--- src/rtl/exc_pipe_ctrl.sv ---
// exc_pipe_ctrl: carries exception context D->E->M and turns CP0 requests
// or a committing eret into a pipeline flush plus PC redirect.
module exc_pipe_ctrl #(
  parameter logic [31:0] HANDLER_ADDR = 32'h0000_4180,
  parameter logic [31:0] RESET_PC     = 32'h0000_3000
) (
  input  logic        clk,
  input  logic        reset,
  input  logic        stall,
  input  logic [31:0] f_pc,
  input  logic [4:0]  f_exc,
  input  logic [4:0]  d_exc,
  input  logic        d_is_branch,
  input  logic        d_eret,
  input  logic [4:0]  e_exc,
  input  logic [4:0]  m_exc,
  input  logic        cp0_req,
  input  logic [31:0] cp0_epc,
  output logic [4:0]  exc_code_m,
  output logic        bd_m,
  output logic [31:0] vpc_m,
  output logic        flush,
  output logic        redirect,
  output logic [31:0] redirect_pc,
  output logic        exl_clr
);

  typedef struct packed {
    logic        v;
    logic [31:0] pc;
    logic        bd;
    logic [4:0]  exc;
    logic        er;
  } rec_t;

  rec_t r_d, r_e, r_m;

  logic       w_eret_m;
  logic       w_take_eret;
  logic [4:0] w_exc_e;
  logic [4:0] w_exc_m;

  function automatic rec_t bubble(
    input logic [31:0] pc,
    input logic        bd
  );
    bubble = '{v: 1'b0, pc: pc, bd: bd,
               exc: 5'd0, er: 1'b0};
  endfunction

  // An exception request always beats an eret commit in M.
  assign w_eret_m    = r_m.v & r_m.er;
  assign w_take_eret = w_eret_m & ~cp0_req;

  assign flush       = cp0_req | w_eret_m;
  assign redirect    = flush;
  assign exl_clr     = w_take_eret;
  assign redirect_pc = w_take_eret ? cp0_epc
                                   : HANDLER_ADDR;

  assign w_exc_e = (r_d.exc != 5'd0) ? r_d.exc : d_exc;
  assign w_exc_m = (r_e.exc != 5'd0) ? r_e.exc : e_exc;

  assign exc_code_m = !r_m.v ? 5'd0 :
                      (r_m.exc != 5'd0) ? r_m.exc : m_exc;
  assign bd_m  = r_m.bd;
  assign vpc_m = r_m.pc;

  always_ff @(posedge clk) begin
    if (reset) begin
      r_d <= bubble(RESET_PC, 1'b0);
      r_e <= bubble(RESET_PC, 1'b0);
      r_m <= bubble(RESET_PC, 1'b0);
    end else if (flush) begin
      r_d <= bubble(redirect_pc, 1'b0);
      r_e <= bubble(redirect_pc, 1'b0);
      r_m <= bubble(redirect_pc, 1'b0);
    end else begin
      r_m <= '{v: r_e.v, pc: r_e.pc, bd: r_e.bd,
               exc: w_exc_m, er: r_e.er};
      if (stall) begin
        r_e <= bubble(r_d.pc, r_d.bd);
      end else begin
        r_e <= '{v: r_d.v, pc: r_d.pc, bd: r_d.bd,
                 exc: w_exc_e, er: d_eret & r_d.v};
        r_d <= '{v: 1'b1, pc: f_pc,
                 bd: r_d.v & d_is_branch,
                 exc: f_exc, er: 1'b0};
      end
    end
  end

endmodule
--- config.mk ---
export PLATFORM = sky130hd
export DESIGN_NAME = exc_pipe_ctrl
export DESIGN_NICKNAME = d
export VERILOG_FILES = /design/src/rtl/exc_pipe_ctrl.sv
export SDC_FILE = /design/constraint.sdc
export NUM_CORES = 1
export LEC_CHECK = 0
export CORE_MARGIN = 2
export CORE_UTILIZATION = 40
export CTS_CLUSTER_SIZE = 8
export DETAILED_ROUTE_END_ITERATION = 16
export GPL_ROUTABILITY_DRIVEN = 0
export HOLD_SLACK_MARGIN = 0.1
export PLACE_DENSITY = 0.83
export SYNTH_ARGS = -nofsm -noshare
export SYNTH_HDL_FRONTEND = slang
export SYNTH_SLANG_ARGS = --single-unit
--- constraint.sdc ---
create_clock -name clk -period 2 [get_ports clk]
set_input_delay 0.3 -clock clk [delete_from_list [all_inputs] [get_ports clk]]
set_output_delay 0.3 -clock clk [all_outputs]
set_load 0.1 [all_outputs]
Yosys cells after proc, flatten, opt, wreduce, memory -nomap -nowiden:

Cells that the tools add are included.

* register bits: 119
* bits in latches: 0
* RAM bits: 0
* ROM bits: 0
* bits of input ports: 90
* output and inout bits: 73
* word-level logic and storage cells: 36
* memories: 0

* $add $sub $neg: 0
* multipliers: 0
* div/mod/pow operators: 0
* $lt $le $gt $ge: 0
* eq/ne operators: 1
* shift operators: 0
* mux-type cells: 10
* bitwise gates (word level): 6
* reductions and logical operators: 5

Operator list (number)
* $mux 39: 4
* $mux 32: 1
* $mux 5: 4
* $reduce_bool 5->1: 3
* $mux 6: 1
* $and 1x1->1: 4
* $reduce_or 3->1: 1
* $ne 2x1->1 const B: 1
* $reduce_or 2->1: 1
* $not 1->1: 1
* $or 1x1->1: 1

Longest topological paths before layout:

Gate-level depths: netlist (run 1).

* depth in word-level cells: 4
* gate-level depth with buffers: 6

Least setup slack after synthesis (run 1):

Ideal clock, no wire load.

* path kind: flip-flop to output port
* from: register r_m[5] in the netlist's numbering
* to: output port exc_code_m[0]
* data arrival time: 1.788 ns
* data required time: 1.700 ns
* setup slack: -0.088 ns
* cell stages (with the launch flop): 4
* cell sequence: dfxtp_1 or3_1 nor4b_2 a22o_1

* longest elaborated chain between the ends: 3

RTL lines
* start: declaration: RTL line 36 `rec_t r_d, r_e, r_m;`
* start signal: assignment: RTL line 73 `r_m <= bubble(RESET_PC, 1'b0);`
* start signal: assignment: RTL line 77 `r_m <= bubble(redirect_pc, 1'b0);`
* start signal: assignment: RTL line 79 `r_m <= '{v: r_e.v, pc: r_e.pc, bd: r_e.bd,`
* $reduce_bool 5->1: RTL line 65 `(r_m.exc != 5'd0) ? r_m.exc : m_exc;`
* $mux 5: RTL line 65
* $mux 5: RTL line 64 `assign exc_code_m = !r_m.v ? 5'd0 :`
* end: declaration: RTL line 19 `output logic [4:0] exc_code_m,`

Every way passes these cells.

Worst setup path after layout (run 1):

* from: register r_m[5] in the netlist's numbering
* to: output port exc_code_m[4]

* longest elaborated chain between the ends: 3

RTL lines (RTL line)
* $reduce_bool 5->1: 65
* $mux 5 *: 65
* $mux 5 *: 64

Mark *: on every way between the ends. The rest lies on a longest branch, timed or not.

==> results by group, run 1 <==
Logic synthesis
  • Synth Net Count: 630
  • Seq/Total Area, Yosys: between 50% and 60%
  • Synth Instances: 540
  • Synthesized area per cell: around 8.7 sq um
  • Synth top area cells: dfxtp_1 51%, nand2_1 7.6%, a21oi_1 6.3%
  • Post-synth top area cell: dfxtp_1
  • Synth unique cells: 34
  • Synthesized area: approximately 4700 sq um
  • Share of the synthesized area in the top cell type: 51.0%
  • Synthesis-stage register bit count: 119
  • Synthesis Warnings: 0

Timing
  • Fin crit share: 105%
  • Peak Freq: 0.475 GHz
  • Final Max Slew Viols: 0
  • Min cycle time layout: 2110 ps
  • Slew headroom: between 60 and 70%
  • Final hold vios: 0
  • RSZ-0062 raised after global routing: true
  • Worst setup margin: -106 ps
  • Skew final: between 8 and 9 ps
  • Least-Margin Pin Slew: 551 ps
  • Final setup vio count: 5

Routing
  • DRC: 0
  • Final wirelength: about 12000 microns
  • WL/cell: between 10 and 15 microns
  • Met3 wire length: roughly 890 microns
  • WL met2: between 6000 and 7000 microns
  • Via density: 4.96
  • ANT nets after route: 0
  • Via Count: 4187
  • DRT Pass-1 Iters: 4
  • Top sig layer: met4
  • Met1 WL: roughly 4800 microns
  • Drt first-iter violations: 231

Worst setup path
  • Crit-path cells: or3_4, nor4b_4, a22o_1, buf_12
  • WP data arrival: between 1500 and 2000 ps
  • Slowest stage delay, CP: roughly 410 ps
  • Kind of critical path: reg2out
  • Crit-path leading delay family: simple AND/OR/NAND/NOR gates
  • Critical Path Fanout Max: 3
  • Nature of the critical path endpoint: output pin
  • Worst endpoint required time: between 1500 and 2000 ps
  • Crit path launch type: flip-flop
  • Slowest cell on crit path: or3_4
  • CP Buf/Inv Count: 1

Status
  • Status: finished, violations left
  • Failing checks: negative setup slack

Clocking
  • Worst-path clk slew: 50 ps
  • Clock sinks: between 100 and 150
  • Worst skew pair latency: 400 ps
  • Total CTS buffers: 17
  • Clock Tree Buf Depth: 2
  • H-Tree Depth: 4
  • CTS tree: yes
  • CTS Root Cell: clkbuf_16
  • CTS Hold Buffers Added: 0

Power and ir drop
  • Design Power: about 6000 uW
  • Pwr dens: approximately 840 nW/um^2
  • Leakage: roughly 0.003 uW
  • Worst vdd ir: about 0.00060 V

Floorplan
  • Core footprint: ~11000 sq um
  • Initial core utilization: between 40 and 50%
  • Row cnt: 39
  • Die Wd: between 100 and 150 microns
  • Die area: about 13000 sq um
  • # IOs: 163
  • DIE HEIGHT: 112 microns

Final layout
  • Nets: approximately 780
  • Ant diodes: 0
  • Area grow syn2layout: 56.3%
  • Final Util: between 60% and 70%
  • Share of cells above drive strength 1: around 24%

Global routing
  • Antenna violations before repair: 0
  • Aggregate global-route resource usage: around a fifth
  • Number of global-route vias before repair: just over 4000
  • First-pass GRT wire length: slightly below 20000 microns
  • Total grt overflow: 0
  • Largest net degree at the start of global routing: 58

Place
  • Final HPWL DP: roughly 8500 microns
  • I/O Buffers: 162

Min path
  • Min-delay worst type: in2reg

Flow run
  • Max Cap Violations: 0
cell type report:
type | count | area [sq um]
flip-flops and latches | 119 | 2390
inverters | 64 | 259
clock buffers | 18 | 439
well taps | 143 | 179
fillers | 859 | 4110
multi-input cells | 290 | 1640
repair buffers | 197 | 2230
clock inverters | 14 | 174
layout by cell type, fill, tap and decap left out, drive strengths merged, types with 2 or more instances in the layout:
cell | netlist | layout
mux2i | 8 | 8
clkinv | 0 | 7
inv | 64 | 62
a22o | 3 | 3
a21oi | 60 | 60
nor3 | 15 | 15
nand3b | 2 | 2
a211oi | 4 | 4
buf | 58 | 110
o21ai | 31 | 31
clkdlybuf4s50 | 0 | 87
dfxtp | 119 | 119
a22oi | 2 | 2
nor2 | 20 | 20
and2 | 8 | 8
a31oi | 7 | 7
o21a | 2 | 2
a221oi | 27 | 27
nor3b | 2 | 2
clkbuf | 9 | 18
clkinvlp | 0 | 6
nand2 | 95 | 95
bufinv | 0 | 3
report_power, final:
group | switching [uW] | internal (uW) | total [uW]
Clock | 1090 | 2000 | 3100
Sequential | 38.8 | 2450 | 2490
Combinational | 309 | 275 | 584
Total | 1440 | 4730 | 6170
repair_timing:
item                                    in CTS  in global routing
endpoints found under the setup margin      34                 20
pin swaps                                    2                  2
gates resized for setup                      6                  0
setup buffers                                0                  3
kinds of logic after synthesis:
logic type | share of synthesized area, %
AND/OR/NAND/NOR | 13.5
AO/OA/AOI/OAI | 19.3
buffers and inverters | 14.6
flip-flops | 51.0
multiplexers | 1.71
sequential cells by signal (all words and copies together), names as in the netlist:
| name | count |
|---|---|
| bd_m | 1 |
| r_d | 39 |
| r_e | 40 |
| r_m | 7 |
| vpc_m | 32 |
cell usage after synthesis:
| cell type | number |
|---|---|
| dfxtp_1 | 119 |
| nand2_1 | 95 |
| inv_1 | 63 |
| a21oi_1 | 59 |
| buf_4 | 38 |
| o21ai_0 | 29 |
| nor2_1 | 20 |
| a221oi_1 | 17 |
| nor3_1 | 15 |
| a221oi_2 | 10 |
| buf_2 | 10 |
| clkbuf_1 | 9 |
| mux2i_1 | 8 |
| a31oi_1 | 7 |
| and2_1 | 7 |
| buf_1 | 6 |
| a211oi_1 | 3 |
| a22o_1 | 3 |
| buf_6 | 3 |
| a22oi_1 | 2 |
| nor3b_1 | 2 |
| o21a_1 | 2 |
| o21ai_1 | 2 |
| a211o_1 | 1 |
| a211oi_2 | 1 |
| a21oi_2 | 1 |
| and2_4 | 1 |
| buf_8 | 1 |
| inv_2 | 1 |
| nand3b_1 | 1 |
| nand3b_4 | 1 |
| nor4_1 | 1 |
| nor4b_2 | 1 |
| or3_1 | 1 |
worst reg2reg max path: stages, from the launching register on:
cell and delay (ps):
dfxtp_4 370, a21oi_4 300, buf_12 270, o21ai_1 130
a221oi_1 320
stage by stage:
stage                     instances  setup TNS [ps]  setup WS [ps]  instance area [sq um]  hold slack (ps)
after floorplan                 540            -263          -87.7                   4700              399
after global placement          810               0            125                   6650              409
after detailed placement        810               0           52.2                   6650              412
after CTS                       842            -390           -116                   7280              353
after global routing            845            -652           -170                   7310              372
final                           845            -310           -106                   7310              366
routing by layer:
metal / GRT usage (%) / up-vias
met5: 0 / -
li1: - / 2052
met1: 20.8 / 1957
met2: 33.9 / 158
met3: 6.37 / 20
met4: 7.24 / 0
path summary, 6_finish.rpt:
check	start	to	slack (ps)	cells past startpoint
min	reset	vpc_m[27]	370	2
min reg2reg	r_e[20]	vpc_m[13]	420	2
max	r_m[5]	exc_code_m[4]	-110	4
max reg2reg	r_m[39]	r_d[12]	500	4
(Power assumes the default switching activity.)
==> run 2: changes to the inputs <==
--- a/config.mk
+++ b/config.mk
@@ -10,7 +10,6 @@
 export CTS_CLUSTER_SIZE = 8
 export DETAILED_ROUTE_END_ITERATION = 16
 export GPL_ROUTABILITY_DRIVEN = 0
-export HOLD_SLACK_MARGIN = 0.1
 export PLACE_DENSITY = 0.83
 export SYNTH_ARGS = -nofsm -noshare
 export SYNTH_HDL_FRONTEND = slang
==> results of run 2 <==
Final layout, timing and power as in run 1 (identical DEF).
